==> src/rtl/pwconv_pkg.sv <==
// rtl/pwconv_pkg.sv - shared defaults and FSM state encoding for the pointwise-conv scheduler
package pwconv_pkg;

   localparam int DEF_N_CH   = 32;
   localparam int DEF_N_POS  = 16;
   localparam int DEF_CNT_W  = 5;
   localparam int DEF_POS_W  = 4;
   localparam int DEF_RD_LAT = 1;

   typedef enum logic [2:0] {
      IDLE  = 3'd0,
      FETCH = 3'd1,
      LOAD  = 3'd2,
      RUN   = 3'd3,
      DONE  = 3'd4
   } state_e;

endpackage

==> src/rtl/pwconv_pos_counter.sv <==
// rtl/pwconv_pos_counter.sv - channel / load-position / compute-position wrap counters
module pwconv_pos_counter
   import pwconv_pkg::*;
#(
   parameter int N_CH  = DEF_N_CH,
   parameter int N_POS = DEF_N_POS,
   parameter int CNT_W = DEF_CNT_W,
   parameter int POS_W = DEF_POS_W
) (
   input  logic             clk,
   input  logic             rst_b,
   input  logic             clr_i,
   input  logic             load_i,
   input  logic             step_i,
   input  logic             step_comp_i,
   output logic [CNT_W-1:0] cnt_o,
   output logic [POS_W-1:0] pos_o,
   output logic [POS_W-1:0] comp_pos_o
);

   localparam logic [CNT_W-1:0] CNT_MAX = CNT_W'(N_CH - 1);
   localparam logic [POS_W-1:0] POS_MAX = POS_W'(N_POS - 1);

   logic [CNT_W-1:0] cnt_q, cnt_d;
   logic [POS_W-1:0] pos_q, pos_d;
   logic [POS_W-1:0] comp_q, comp_d;

   // Clear beats load beats step; pos moves on every channel wrap, comp_pos only when asked
   always_comb begin
      cnt_d  = cnt_q;
      pos_d  = pos_q;
      comp_d = comp_q;
      if (clr_i) begin
         cnt_d  = '0;
         pos_d  = '0;
         comp_d = '0;
      end else if (load_i) begin
         cnt_d  = CNT_MAX;
         pos_d  = '0;
         comp_d = '0;
      end else if (step_i) begin
         if (cnt_q == CNT_MAX) begin
            cnt_d = '0;
            pos_d = (pos_q == POS_MAX) ? '0 : pos_q + 1'b1;
            if (step_comp_i) begin
               comp_d = (comp_q == POS_MAX) ? '0 : comp_q + 1'b1;
            end
         end else begin
            cnt_d = cnt_q + 1'b1;
         end
      end
   end

   // Counter registers
   always_ff @(posedge clk or negedge rst_b) begin
      if (!rst_b) begin
         cnt_q  <= '0;
         pos_q  <= '0;
         comp_q <= '0;
      end else begin
         cnt_q  <= cnt_d;
         pos_q  <= pos_d;
         comp_q <= comp_d;
      end
   end

   assign cnt_o      = cnt_q;
   assign pos_o      = pos_q;
   assign comp_pos_o = comp_q;

endmodule

==> src/rtl/pwconv_scheduler.sv <==
// rtl/pwconv_scheduler.sv - pointwise-conv layer sequencer with feature-buffer prefetch
module pwconv_scheduler
   import pwconv_pkg::*;
#(
   parameter int N_CH   = DEF_N_CH,
   parameter int N_POS  = DEF_N_POS,
   parameter int CNT_W  = DEF_CNT_W,
   parameter int POS_W  = DEF_POS_W,
   parameter int RD_LAT = DEF_RD_LAT
) (
   input  logic             clk,
   input  logic             rst_b,
   input  logic             start,
   input  logic             abort,
   input  logic             stall,
   output logic             busy,
   output logic             done,
   output logic             en,
   output logic [CNT_W-1:0] cnt,
   output logic [POS_W-1:0] pos,
   output logic [POS_W-1:0] comp_pos,
   output logic             rd_req,
   output logic [POS_W-1:0] rd_pos,
   output logic             first_ch,
   output logic             last_ch
);

   localparam logic [CNT_W-1:0] CNT_MAX = CNT_W'(N_CH - 1);
   localparam logic [CNT_W-1:0] CNT_PF  = CNT_W'(N_CH - 1 - RD_LAT);
   localparam logic [POS_W-1:0] POS_MAX = POS_W'(N_POS - 1);

   state_e           state_q;
   logic [CNT_W-1:0] wait_q;
   logic             busy_q;
   logic             done_q;
   logic             start_ok;
   logic             fetch_done;
   logic             last_step;
   logic             prefetch;

   // Enable, prefetch strobe and channel markers; abort masks everything in its cycle
   always_comb begin
      start_ok   = (state_q == IDLE) && start && !abort;
      en         = ((state_q == LOAD) || (state_q == RUN)) && !stall && !abort;
      fetch_done = (state_q == FETCH) && (wait_q == CNT_W'(1)) && !abort;
      last_step  = en && (state_q == RUN) && (cnt == CNT_MAX) && (comp_pos == POS_MAX);
      // The last position has no successor to fetch
      prefetch   = en && (cnt == CNT_PF) && (comp_pos != POS_MAX);
      rd_req     = start_ok || prefetch;
      rd_pos     = prefetch ? pos : '0;
      first_ch   = en && (cnt == '0);
      last_ch    = en && (cnt == CNT_MAX);
   end

   // Counters clear on abort and on the final compute step so IDLE always sees zeros
   pwconv_pos_counter #(
      .N_CH  (N_CH),
      .N_POS (N_POS),
      .CNT_W (CNT_W),
      .POS_W (POS_W)
   ) u_pos_counter (
      .clk         (clk),
      .rst_b       (rst_b),
      .clr_i       (abort || last_step),
      .load_i      (fetch_done),
      .step_i      (en),
      .step_comp_i (state_q == RUN),
      .cnt_o       (cnt),
      .pos_o       (pos),
      .comp_pos_o  (comp_pos)
   );

   // Layer FSM with registered busy/done handshake
   always_ff @(posedge clk or negedge rst_b) begin
      if (!rst_b) begin
         state_q <= IDLE;
         wait_q  <= '0;
         busy_q  <= 1'b0;
         done_q  <= 1'b0;
      end else begin
         done_q <= 1'b0;
         if (abort) begin
            state_q <= IDLE;
            wait_q  <= '0;
            busy_q  <= 1'b0;
         end else begin
            case (state_q)
               IDLE: begin
                  if (start) begin
                     state_q <= FETCH;
                     wait_q  <= CNT_W'(RD_LAT);
                     busy_q  <= 1'b1;
                  end
               end
               FETCH: begin
                  wait_q <= wait_q - 1'b1;
                  if (wait_q == CNT_W'(1)) begin
                     state_q <= LOAD;
                  end
               end
               LOAD: begin
                  if (!stall) begin
                     state_q <= RUN;
                  end
               end
               RUN: begin
                  if (last_step) begin
                     state_q <= DONE;
                     done_q  <= 1'b1;
                  end
               end
               DONE: begin
                  state_q <= IDLE;
                  busy_q  <= 1'b0;
               end
               default: begin
                  state_q <= IDLE;
                  busy_q  <= 1'b0;
               end
            endcase
         end
      end
   end

   assign busy = busy_q;
   assign done = done_q;

endmodule
==> config.mk <==
export PLATFORM = sky130hd
export DESIGN_NAME = pwconv_scheduler
export DESIGN_NICKNAME = d
export VERILOG_FILES = /design/src/rtl/pwconv_pkg.sv /design/src/rtl/pwconv_pos_counter.sv /design/src/rtl/pwconv_scheduler.sv
export SDC_FILE = /design/constraint.sdc
export NUM_CORES = 1
export LEC_CHECK = 0
export CORE_UTILIZATION = 50
export DETAILED_ROUTE_END_ITERATION = 10
export PLACE_DENSITY = 0.79
export SETUP_SLACK_MARGIN = 0.4
export SLEW_MARGIN = 20
export SYNTH_ARGS = -nofsm -noshare
export SYNTH_HDL_FRONTEND = slang
export SYNTH_SLANG_ARGS = --single-unit
==> constraint.sdc <==
create_clock -name clk -period 2.5 [get_ports clk]
set_input_delay 0.375 -clock clk [delete_from_list [all_inputs] [get_ports clk]]
set_output_delay 0.375 -clock clk [all_outputs]
set_load 0.02 [all_outputs]
# == After elaboration in Yosys (flattened, before gate mapping) ==
# Index checks and enable logic that the tools add are counted.
# classes
add_sub_neg,4
n_eq_ne,14
n_mux,31
reduce_logical,30
# op_table
cell,count
$mux 4,12
$mux 5,6
$mux 3,5
$logic_and 1x1->1,13
$pmux 3 s4,1
$reduce_bool 3->1,4
$eq 5x5->1 const B,2
$pmux 5 s2,1
$ne 3x3->1 const B,3
$add 4x1->4 const B,2
$eq 4x4->1 const B,2
$eq 3x2->1 const B,2
$reduce_and 2->1,3
$add 5x1->5 const B,1
$eq 5x1->1 const B,1
$logic_not 5->1,1
$mux 1,5
$sub 5x1->5 const B,1
$ne 4x4->1 const B,1
$reduce_and 4->1,1
$eq 3x1->1 const B,1
$logic_not 3->1,1
$logic_or 1x1->1,3
$ne 3x2->1 const B,1
other kinds (5),6
# totals
in_bits,5
reg_bits,23

# == Longest topological paths before layout ==
# logic_depth
depth_word,10
ltp_mapped,9
ltp_nobuf,7

# == By module ==
# From an unflattened synthesis, not the netlist that was laid out.
# unflattened
hier_cells,149
hier_area_um2,1415.1
# by_module_without_submodules
mod,n_inst,area_each_um2,cells_each
pwconv_pos_counter,1,725.7,73
pwconv_scheduler,1,689.4,76

# == Least setup slack after synthesis ==
# OpenSTA, ideal clock, no wires.
# synth_timing
path_type,register to register
from,"register u_pos_counter.cnt_q[0], in the netlist u_pos_counter.cnt_o[0]"
to,"register u_pos_counter.pos_q[3], in the netlist u_pos_counter.pos_o[3]"
slack_ns,0.273
path_buffers,2
arrival_time_ns,2.141
setup_time_ns,0.086
path_stages_with_launch,10
path_cell_list,dfrtp_1 -> ha_1 -> and3_1 -> ha_1 -> and3b_1 -> clkbuf_1 -> a31o_2 -> nand2b_1 -> buf_2 -> nor3_1
# synth_between
elab_chain_cells,6
word_cells_on_any_way,8
cone_classes,1 x eq/ne; 1 x mux; 6 x reduce/logical
# synth_rtl
item,line,text
start: declaration,pwconv_pos_counter.sv:24,"logic [CNT_W-1:0] cnt_q, cnt_d;"
start signal: assignment,pwconv_pos_counter.sv:61,cnt_q <= cnt_d;
$eq 5x5->1 *,"pwconv_pos_counter.sv:42, pwconv_scheduler.sv:46",
$logic_and 1x1->1 (2 in series),pwconv_scheduler.sv:46,last_step = en && (state_q == RUN) && (cnt == CNT_MAX) && (comp_pos == POS_MAX);
$logic_or 1x1->1,pwconv_scheduler.sv:64,".clr_i (abort || last_step),"
$reduce_bool 3->1 (no line),-,
$reduce_and 2->1 (no line),-,
end signal: assignment,pwconv_pos_counter.sv:62,pos_q <= pos_d;
end: declaration,pwconv_pos_counter.sv:25,"logic [POS_W-1:0] pos_q, pos_d;"
# Every way passes the cells marked *; elsewhere a longest branch is shown, timed or not.
# A chain may end at the register's enable or synchronous reset.

# == Worst setup path after layout ==
# layout_timing
from,register state_q[2]
to,output port rd_pos[0]
# layout_between
elab_chain_cells,7
word_cells_on_any_way,8
cone_classes,2 x eq/ne; 1 x mux; 5 x reduce/logical
# layout_rtl
item,line,text
start: declaration,pwconv_scheduler.sv:32,state_e state_q;
start signal: assignment,pwconv_scheduler.sv:76,state_q <= IDLE;
start signal: assignment,pwconv_scheduler.sv:83,state_q <= IDLE;
start signal: assignment,pwconv_scheduler.sv:90,state_q <= FETCH;
$eq 3x2->1,pwconv_scheduler.sv:44,en = ((state_q == LOAD) || (state_q == RUN)) && !stall && !abort;
$logic_or 1x1->1 *,pwconv_scheduler.sv:44,
$logic_and 1x1->1 * (2 in series),pwconv_scheduler.sv:44,
$logic_and 1x1->1 * (2 in series),pwconv_scheduler.sv:48,prefetch = en && (cnt == CNT_PF) && (comp_pos != POS_MAX);
$mux 4 *,pwconv_scheduler.sv:50,rd_pos = prefetch ? pos : '0;
end: declaration,pwconv_scheduler.sv:23,"output logic [POS_W-1:0] rd_pos,"
# Marks and branches as above.

==> results.md <==
- Final setup fails: 0
- Root Driver: clkbuf_4
- Layout cell share with drive strength beyond 1: between 20 and 30%
- Area leader, netlist: dfrtp_1
- TritonCTS buffer count: 3
- Antenna violations before repair: 0
- Complex-gate fraction of the synthesized area: approximately an eighth
- Post-route DRC: 0
- Fin crit share: 89.6%
- Largest family of logic cells by synthesized area: simple AND/OR/NAND/NOR gates
- Ports: 28
- RSZ-0062 raised after global routing: true
- Mapped Cells: 139
- Worst-path clk slew: about 0.13 ns
- Synthesized flop and latch total: 23
- Max Slew Vio Count: 0
- Syn Std Cell Area: between 1000 and 1500 um2
- Total grt overflow: 0
- Worst slack, placed: -0.395 ns
- Sum Neg Setup Slack: 0 ns
- Worst Slack Setup Final: between 0.2 and 0.3 ns
- Max IR drop VDD: 0.387 mV
- Syn Area/Cell: ~9.6 um2
- Die Wd: 53.6 um
- HPWL Detailed: around 2.3 mm
- Power Density: about 420 nW/um2
- Worst path cell trace: or4b_4 -> nor3_4 -> buf_6 -> and2_4 -> buf_6
- Clock insertion delay at the later pin of the skew report: 0.32 ns
- Setup Skew: between 0.005 and 0.006 ns
- Worst-path maximum fanout: 5
- Lkg Pwr: 0.858 nW
- Post-synth EDFFs: 0
- Critical path startpoint category: flip-flop
- Area after DPL: ~1700 um2
- Synth top area cells: dfrtp_1 43%, ha_1 7.5%, nor2_1 3.7%
- Status: completed
- First-pass GRT wire length: 5.29 mm
- Starting Density: 53.2%
- Filler Cells Inserted: about 170
- Minimum clock period: ~2.2 ns
- CTS Hold Bufs: 0
- Ys async rst share: between 90% and 100%
- Hold slack: between 0.3 and 0.4 ns
- Inserted Diodes: 0
- TritonCTS clock tree: done
- Min-Delay Path Class: input pin to asynchronous set/reset pin
- Slowest library cell on the worst path: or4b_4
- Number of detailed-route iterations in the first pass: 5
- Yosys warns: 0
- Xor/xnor share of the synthesized area: approximately 2.0%
- Crit Path Category: flip-flop to output port
- Die area: around 2900 um2
- Crit end category: output port
- Slowest stage delay, CP: approximately 0.53 ns
- Reg2Reg Setup Slack: between 0.5 and 0.6 ns
- Top_reg_cell synth: dfrtp_1
- Worst EP required: about 2.1 ns
- Via count: 1,227
- 1st-iter DRT viols: 36
- Commonest non-fill, non-tap cell in the layout: dfrtp_1
- Placed Cells: ~200
- GRT Util Overall: between 20% and 30%
- Die Y: about 54 um
- Vias in the first global route: 1,216
- Max Cap Violations: 0
- Longest Clk Path Bufs: 2
- Area delta synth->final: 41.0%
- Final hold vios: 0
- Tot Pwr: 0.780 mW
- Synth Area in Simple Gates: between 20% and 30%
- Remaining antenna violation count after routing: 0
- Sequential share of the synthesized area: between 40% and 50%
- # port buffers: 27
- CP arrival: between 1.5 and 2 ns
- CTS Sinks: 23
- Worst-Margin Slew: 0.576 ns
- Core area: 2500 um2
- Top cell by count, worst path: buf_6
- Nets: 196
- Fin area: between 1500 and 2000 um2
- Final RePlAce weighted congestion: 0.813
- Multi-input gate area: 793 um2
- Row count: 18
- Slew headroom: 61.1%
- Most frequent cells in the layout: 21 x dfrtp_1, 17 x clkdlybuf4s50_1, 16 x buf_4, 13 x nor2_1, 9 x buf_6
- Core Util, Final: 75.0%
- Adder-Cell Fraction of Synth Area: 7.53%
- Avg WL per Cell: about 16 um
- Via density: between 5 and 6
- Htree depth: 1
- Yosys cell types: 37
- Fmax: roughly 0.45 GHz
- Post-synthesis mux area share: ~4.0%
- Top-area cell type share of the netlist area: about 43%
- FF+latch area: 578 um2
- Largest net degree at the start of global routing: 24
- Final wirelength: about 3.5 mm
- Non-filler instance count after layout: 212
- Net Count, Synth: ~150
==> report_power, final <==
part           total, mW  internal (mW)  switching (mW)
logic              0.184         0.0836           0.100
clock network      0.176         0.0599           0.116
registers          0.421          0.394          0.0263
total              0.780          0.538           0.242
==> final cells by class <==
class / count / area share (%)
multi-input cells: 104 / 42.3
well taps: 30 / 2.00
repair buffers: 45 / 22.1
inverters: 6 / 1.33
clock inverters: 1 / 0.267
flip-flops and latches: 23 / 30.8
clock buffers: 3 / 1.20
==> worst max-delay path: cells and delay by family (launching register included) <==
family | cells | cell delay [ns]
DFF | 1 | 0.41
buffers and inverters | 2 | 0.25
and+or+nand+nor | 3 | 0.89
==> worst paths after layout <==
kind                                             start  cells after the start                endpoint
worst max-delay path                        state_q[2]                      5               rd_pos[0]
worst min-delay path                             rst_b                      2  u_pos_counter.cnt_o[3]
worst max register to register  u_pos_counter.cnt_o[1]                      7  u_pos_counter.pos_o[3]
worst min register to register               wait_q[4]                      1               wait_q[4]
max in group asynchronous                        rst_b                      2  u_pos_counter.cnt_o[0]
min in group clk                             wait_q[4]                      1               wait_q[4]
==> sequential cells by signal, summed over array words and instances (netlist names) <==
| name | count |
|---|---|
| u_pos_counter.comp_pos_o | 4 |
| u_pos_counter.pos_o | 4 |
| done | 1 |
| u_pos_counter.cnt_o | 5 |
| busy | 1 |
| state_q | 3 |
| wait_q | 5 |
==> routing by layer <==
layer  vias to the layer above  part of all wire (%)  global-route usage [%]
met4                         0                   1.3                    7.46
met3                         8                   3.3                    6.50
li1                        587                     -                       -
met2                        32                    54                    47.1
met5                         -                     0                       0
met1                       600                    42                    29.5
==> cell families after synthesis <==
group           Yosys count
mux                       4
xor+xnor                  3
simple gates             63
flops                    23
fa+ha+maj                 8
compound gates           26
buf+inv                  12
==> timing repair <==
action | CTS | global route
buffers inserted | 4 | 2
resized for setup | 59 | 14
endpoints found under the setup margin | 17 | 11
pin swaps | 3 | 3
==> cell usage after synthesis (all sizes together), types with 5 or more instances <==
master and count:
dfrtp 23, nor2 13, ha 8, o21ai 8, a21oi 7, and3 7, nand2 7, and2 6
inv 6, nor3 6, nand2b 5
Power figures use the tool's default switching activity.
